File: src/rtl/nubus_slave_responder.sv
// nubus_slave_responder: NuBus slave that maps card-addressed start cycles onto one local mem_valid/mem_ready access and answers with a single ACK cycle.
// Optional NUBUS_PARITY_EN adds nub_spn/nub_spvn and answers a bad parity cycle with error status.
module nubus_slave_responder #(
  parameter int TIMEOUT = 64
) (
  input  logic        mem_clk,
  input  logic        mem_reset,
  input  logic [3:0]  nub_idn,
  input  logic        nub_startn,
  input  logic        nub_ackn,
  input  logic        nub_tm1n,
  input  logic        nub_tm0n,
  input  logic [31:0] nub_adn,
`ifdef NUBUS_PARITY_EN
  input  logic        nub_spn,
  input  logic        nub_spvn,
`endif
  output logic        nub_ackn_oe,
  output logic        nub_tmn_oe,
  output logic [1:0]  nub_tmn_o,
  output logic        nub_adn_oe,
  output logic [31:0] nub_adn_o,
  output logic        mem_valid,
  input  logic        mem_ready,
  output logic [3:0]  mem_wstrb,
  output logic [31:0] mem_addr,
  output logic [31:0] mem_wdata,
  input  logic [31:0] mem_rdata,
  output logic        mem_myslot,
  output logic        mem_myexp
);
  localparam int CW = $clog2(TIMEOUT + 1);
  typedef enum logic [1:0] {IDLE, DATA, MEM, ACK} state_t;
  state_t state_q;
  logic [CW-1:0] cnt_q;
  logic [3:0] lane_q, lane;
  logic rd_q, err_q, blk, hit_slot, hit_exp, par_err;
  logic [31:0] a, mask;
  logic [3:0] slot;
  assign a = ~nub_adn;
  assign slot = ~nub_idn;
  assign hit_slot = a[31:24] == {4'hF, slot};
  assign hit_exp = (a[31:28] == slot) && (slot != 4'h0);
  assign blk = nub_tm0n && (a[1:0] == 2'b01);
  assign mask = {{8{lane_q[3]}}, {8{lane_q[2]}}, {8{lane_q[1]}}, {8{lane_q[0]}}};
`ifdef NUBUS_PARITY_EN
  assign par_err = !nub_spvn && (^{nub_adn, nub_spn});
`else
  assign par_err = 1'b0;
`endif
  // TM0* low selects a single byte lane; otherwise a[1:0] picks word/half/block
  always_comb
    lane = !nub_tm0n ? 4'b0001 << a[1:0] :
           a[1:0] == 2'b00 ? 4'hF :
           a[1:0] == 2'b10 ? 4'h3 :
           a[1:0] == 2'b11 ? 4'hC : 4'h0;
  always_ff @(posedge mem_clk or posedge mem_reset) begin
    if (mem_reset) begin
      state_q     <= IDLE;
      cnt_q       <= '0;
      lane_q      <= '0;
      rd_q        <= 1'b0;
      err_q       <= 1'b0;
      nub_ackn_oe <= 1'b0;
      nub_tmn_oe  <= 1'b0;
      nub_tmn_o   <= 2'b11;
      nub_adn_oe  <= 1'b0;
      nub_adn_o   <= '1;
      mem_valid   <= 1'b0;
      mem_wstrb   <= '0;
      mem_addr    <= '0;
      mem_wdata   <= '0;
      mem_myslot  <= 1'b0;
      mem_myexp   <= 1'b0;
    end else begin
      case (state_q)
        IDLE: if (!nub_startn && nub_ackn && (hit_slot || hit_exp)) begin
          mem_addr   <= {a[31:2], 2'b00};
          lane_q     <= lane;
          mem_wstrb  <= nub_tm1n ? 4'h0 : lane;
          rd_q       <= nub_tm1n;
          err_q      <= blk || par_err;
          mem_myslot <= hit_slot;
          mem_myexp  <= hit_exp;
          state_q    <= DATA;
        end
        DATA: if (err_q || (!rd_q && par_err)) begin
          nub_ackn_oe <= 1'b1;
          nub_tmn_oe  <= 1'b1;
          nub_tmn_o   <= 2'b01;
          nub_adn_oe  <= rd_q;
          nub_adn_o   <= '1;
          state_q     <= ACK;
        end else begin
          if (!rd_q) mem_wdata <= a;
          mem_valid <= 1'b1;
          cnt_q     <= '0;
          state_q   <= MEM;
        end
        MEM: if (mem_ready) begin
          mem_valid   <= 1'b0;
          nub_ackn_oe <= 1'b1;
          nub_tmn_oe  <= 1'b1;
          nub_tmn_o   <= 2'b00;
          nub_adn_oe  <= rd_q;
          nub_adn_o   <= ~(mem_rdata & mask);
          state_q     <= ACK;
        end else if (cnt_q == CW'(TIMEOUT - 1)) begin
          mem_valid   <= 1'b0;
          nub_ackn_oe <= 1'b1;
          nub_tmn_oe  <= 1'b1;
          nub_tmn_o   <= 2'b11;
          nub_adn_oe  <= rd_q;
          nub_adn_o   <= '1;
          state_q     <= ACK;
        end else begin
          cnt_q <= cnt_q + 1'b1;
        end
        default: begin
          nub_ackn_oe <= 1'b0;
          nub_tmn_oe  <= 1'b0;
          nub_tmn_o   <= 2'b11;
          nub_adn_oe  <= 1'b0;
          nub_adn_o   <= '1;
          state_q     <= IDLE;
        end
      endcase
    end
  end
endmodule

File: config.mk
export PLATFORM = sky130hd
export DESIGN_NAME = nubus_slave_responder
export DESIGN_NICKNAME = d
export VERILOG_FILES = /design/src/rtl/nubus_slave_responder.sv
export SDC_FILE = /design/constraint.sdc
export NUM_CORES = 1
export LEC_CHECK = 0
export BUFFER_PORTS_ARGS = -buffer_cell sky130_fd_sc_hd__buf_2
export CELL_PAD_IN_SITES_DETAIL_PLACEMENT = 1
export CELL_PAD_IN_SITES_GLOBAL_PLACEMENT = 1
export CORE_UTILIZATION = 37
export CTS_CLUSTER_DIAMETER = 40
export DETAILED_ROUTE_END_ITERATION = 7
export GPL_TIMING_DRIVEN = 1
export HOLD_SLACK_MARGIN = 0.12
export PLACE_DENSITY_LB_ADDON = 0.12
export SLEW_MARGIN = 15
export SYNTH_ARGS = -nofsm -noshare
export SYNTH_HDL_FRONTEND = slang
export SYNTH_SLANG_ARGS = --single-unit
File: constraint.sdc
create_clock -name mem_clk -period 4.44 [get_ports mem_clk]
set_input_delay 0.888 -clock mem_clk [delete_from_list [all_inputs] [get_ports mem_clk]]
set_output_delay 0.888 -clock mem_clk [all_outputs]
set_load 0.01 [all_outputs]
== Word level (Yosys, flattened, before mapping) ==
Cells that the tools add are included.
Widths: inputs -> output; s select.
Operators by class
  muxes and demuxes: 33
  bitwise logic cells: 7
  reduce and logical (&&, ||, !) cells: 16
  shift-type cells: 1
  eq/ne operators: 14
  add/subtract/negate cells: 1
Operators by type and width (count)
  $mux 32: 3
  $pmux 32 s3: 1
  $not 32->32: 2
  $and 32x32->32: 1
  $mux 7: 3
  $mux 4: 5
  $pmux 7 s2: 1
  $pmux 2 s3: 2
  $mux 1: 10
  $mux 2: 5
  $ne 2x2->1 const B: 5
  $reduce_and 3->1: 3
  $eq 8x8->1: 1
  $add 7x1->7 const B: 1
  $eq 7x6->1 const B: 1
  $eq 2x2->1 const B: 3
  $pmux 1 s3: 2
  $eq 2x1->1 const B: 2
  $eq 4x4->1: 1
  $logic_and 1x1->1: 4
  $logic_not 2->1: 2
  $not 4->4: 1
  $reduce_and 2->1: 2
  $reduce_and 4->1: 1
  8 further kinds: 10
Storage, ports and cells
  register bits after elaboration: 120
  output and inout bits: 108
  bits of input ports: 75

== Logic depth before layout (Yosys ltp) ==
  depth after elaboration: 7
  mapped depth: 9
  mapped depth without buffers: 7

== Least setup slack after synthesis ==
OpenSTA, ideal clock, no wires.
  kind: input -> register
  from: input nub_adn[30]
  to: register mem_addr[10]
  stages on the path: 6
  setup slack: 2325 ps
  arrival time: 1974 ps
  library setup time: 141 ps
  required time: 4299 ps
  path through: nor4_2 nand3_1 o22ai_4 buf_6 buf_2 a31oi_1
On the way
  word-level cells in the longest chain between the ends: 6
RTL lines
  start, declared: line 13  | input logic [31:0] nub_adn,
  $not 32->32 *: line 40  | assign a = ~nub_adn;
  $eq 4x4->1: line 43  | assign hit_exp = (a[31:28] == slot) && (slot != 4'h0);
  $logic_and 1x1->1: line 43
  $logic_or 1x1->1 *: line 77  | IDLE: if (!nub_startn && nub_ackn && (hit_slot || hit_exp)) begin
  $logic_and 1x1->1 *: line 77
  $reduce_and 2->1 (no source line) *
  end signal, assigned: line 78  | mem_addr <= {a[31:2], 2'b00};
  end, declared: line 26  | output logic [31:0] mem_addr,
Mark *: on every way between the ends. The rest lies on a longest branch, timed or not.
A chain may end at the register's enable or synchronous reset.

== Worst setup path after layout ==
  from: input nub_adn[30]
  to: register mem_addr[29]
Same word-level chain as after synthesis.

==> results.cfg <==
[status]
status = finished, final reports clean

[floorplanning]
row_count = 42
die_area_mm2 = 0.0141
core_area_mm2 = 0.0132
die_h_um = 119
start_util = 0.381
io-pin-count = 183
die_w_um = 119

[layout]
synthToLayoutAreaGrowth_pct = 31.1
diodes = 0
fin_cells = 820
final_nets = 716
layout-drive-gt1-share = 0.413
final_cell_area_mm2 = 0.00661

[clock_network]
cts_max_level = 4
cts_buffer_depth = 2
cts_buffers = 17
cts_root_buf = clkbuf_16
postCtsSetupRepairBufs = 0
cts_resized = 0
clock_latency_ps = 410
clk_pin_slew_ps = 50
cts_tree = done
holdBufCountCts = 0
clock-sinks = 120

[synthesis]
synth_flop_cell = dfrtp_1
avgSynthCellArea_um2 = 10.9
synth_area_mm2 = 0.00504
yosys_register_bits = 120
yosys.area.top_type = dfrtp_1
yosysWarnings = 0
synth_top_area_frac = 0.427
synth_edf_count = 0
synth.distinct_cells = 41
async_reset_ff_frac = 1.00
ys_seq_area_frac = 0.604
synthCells = 464
synthTopCellsByArea = dfrtp_1 (43%), dfstp_2 (18%), a31oi_1 (7.6%), o21ai_0 (3.9%), nor2_1 (3.3%)

[pwr]
power_frac_seq = 0.367
p_int_w = 0.00287
irDropWorstVdd_mv = 0.342
swShare = 0.355
switchingPower_w = 0.00158
pwr-share-comb = 0.325
clkPwrFrac = 0.308
power.density_mw_per_mm2 = 673
leakage_nw = 3.18

[grt]
grt_util_met2 = 0.317
grt_util_met3 = 0.0705
busiest_layer = met2
grt_pass1_wl_um = 21900
grt_max_degree = 72
grt_use_met1 = 0.250
grt_pass1_vias = 4313
grtUsageTotal = 0.200
gr-total-overflow = 0
antenna_found_initial = 0

[timing]
period_share = 0.598
tightest_slew_ps = 1010
rsz0062_at_grt = false
maxSlewViolCount = 0
hold_viol = 0
setup_viol_count_final = 0
fmax_ghz = 0.377
period_needed_ps = 2650
worst_clock_skew_ps = 7.53
setup_tns_ps = 0
maxSlewHeadroom = 0.326

[placed_design]
hpwl_um = 9360
finalWeightedCongestion = 0.764
dp_cells = 789
io_buffers = 180
dpl_cell_area_mm2 = 0.00602

[flow_run]
maxCapViolations = 0

[drt]
wl_um = 13200
drt_iter0_drc = 124
ant_nets = 0
wire_per_inst_um = 16.1
drc = 0
firstDrtPassIters = 4
drt-vias-per-instance = 5.04
vias = 4131

[setup_path]
critPathMaxStageDelay_ps = 650
crit_chain = buf_2, nor4_2, nand3_1, o22ai_4, buf_4, a21oi_1, a31oi_1
endpoint_kind = flop
cp_data_required_time_ps = 4760
crit_type = in -> reg
path_buf_inv = 2
crit_arrival_ps = 2980
crit_family = compound AO/OA/AOI/OAI gates
startpoint_type = input pin
cp_slowest_cell = o22ai_4
cp_max_fo = 37

[worst_hold_path]
min_path_type = reg -> reg
## tightest hold or removal path, delay by kind of cell, from the launching register on
| family | cells | cell delay (ps) |
|---|---|---|
| flip-flops | 1 | 330 |
| AO/OA/AOI/OAI | 1 | 60 |
| AND/OR/NAND/NOR | 1 | 40 |
## worst paths after layout
kind,slack (ps),start,endpoint,depth (start not counted)
worst min register to register,470,mem_wdata[12]$_DFFE_PP0P_,mem_wdata[12]$_DFFE_PP0P_,2
worst max register to register,2090,state_q[0]$_DFFE_PP0P_,nub_tmn_oe$_DFFE_PP0P_,7
max in group asynchronous,2850,mem_reset,nub_adn_o[17]$_DFFE_PP1P_,3
min in group asynchronous,610,mem_reset,mem_wdata[31]$_DFFE_PP0P_,2
worst max-delay path,1790,nub_adn[30],mem_addr[29]$_DFFE_PP0P_,7
worst min-delay path,470,mem_wdata[12]$_DFFE_PP0P_,mem_wdata[12]$_DFFE_PP0P_,2
## power by group through the flow
stage	combinational, W	clock [W]	sequential (W)
finish	0.00145	0.00137	0.00163
global route	0.00163	0.00144	0.00168
CTS	0.00147	0.00140	0.00164
detailed placement	0.00147	0	0.00165
global placement	0.00141	0	0.00163
floorplan	0.000800	0	0.00177
## placed cells by master (no fill, tap or decap), drive strengths merged, types with 2 or more instances in the layout
| cell | netlist | routed |
|---|---|---|
| clkinv | 0 | 4 |
| o2111ai | 2 | 2 |
| nor2 | 45 | 45 |
| nor3 | 2 | 2 |
| clkinvlp | 0 | 2 |
| a41o | 4 | 4 |
| mux2i | 3 | 3 |
| or3 | 2 | 2 |
| buf | 24 | 185 |
| ha | 9 | 9 |
| dfstp | 34 | 34 |
| a31oi | 62 | 62 |
| nand4 | 2 | 2 |
| conb | 1 | 2 |
| nand2 | 39 | 39 |
| inv | 16 | 16 |
| xnor2 | 8 | 8 |
| a21oi | 33 | 33 |
| nand3 | 6 | 6 |
| clkbuf | 13 | 22 |
| a21boi | 4 | 4 |
| xor2 | 3 | 3 |
| dfrtp | 86 | 86 |
| mux2 | 11 | 11 |
| o21ai | 39 | 39 |
| and3 | 5 | 5 |
| bufinv | 0 | 3 |
## state kept, by name, indices dropped and copies added, names as in the netlist, 2 cells and up
register,count
mem_wdata,32
nub_adn_o,32
mem_addr,30
cnt_q,7
lane_q,4
mem_wstrb,4
nub_tmn_o,2
state_q,2
## Yosys cell counts, types with 5 or more instances
cell type,n
a21oi_1,33
o21ai_0,39
mux2_2,11
nand3_1,6
dfrtp_1,86
dfstp_2,34
inv_1,16
clkbuf_1,13
a31oi_1,61
and3_1,5
xnor2_1,8
buf_2,14
nor2_1,45
nand2_1,38
ha_1,9
## kinds of logic (layout without fill, tap and decap cells)
logic type,after synthesis,count (layout),share of synthesized area
AOI/OAI and AO/OA,150,150,0.181
DFF,120,120,0.604
and+or+nand+nor,106,106,0.0933
buffers and inverters,53,232,0.0489
muxes,14,14,0.0305
xor gates and xnor gates,11,11,0.0191
adders and majority gates,9,9,0.0223
other,1,2,0.000744
## final cells by class
class	instances	area [um2]
Fill cell	1509	6630
Sequential cell	120	3050
Multi-Input combinational cell	292	1760
Timing Repair Buffer	185	938
Clock buffer	22	464
Tap cell	176	220
Clock inverter	9	124
Inverter	16	62.6
## per-stage QoR
step	power [W]	hold slack, ps	util	setup slack [ps]
2_1_floorplan	0.00257	470	-	422
3_3_place_gp	0.00304	458	0.455	1470
3_5_place_dp	0.00311	465	0.455	1370
4_1_cts	0.00451	476	0.499	1800
5_1_grt	0.00475	503	0.499	1610
6_report	0.00445	470	0.499	1790
## layer usage
layer  vias to the layer above  share of wire
met1                      2015           0.43
met5                         -              0
met4                         0          0.019
li1                       1968              -
met3                        23          0.073
met2                       125           0.48
(Power assumes the default switching activity.)
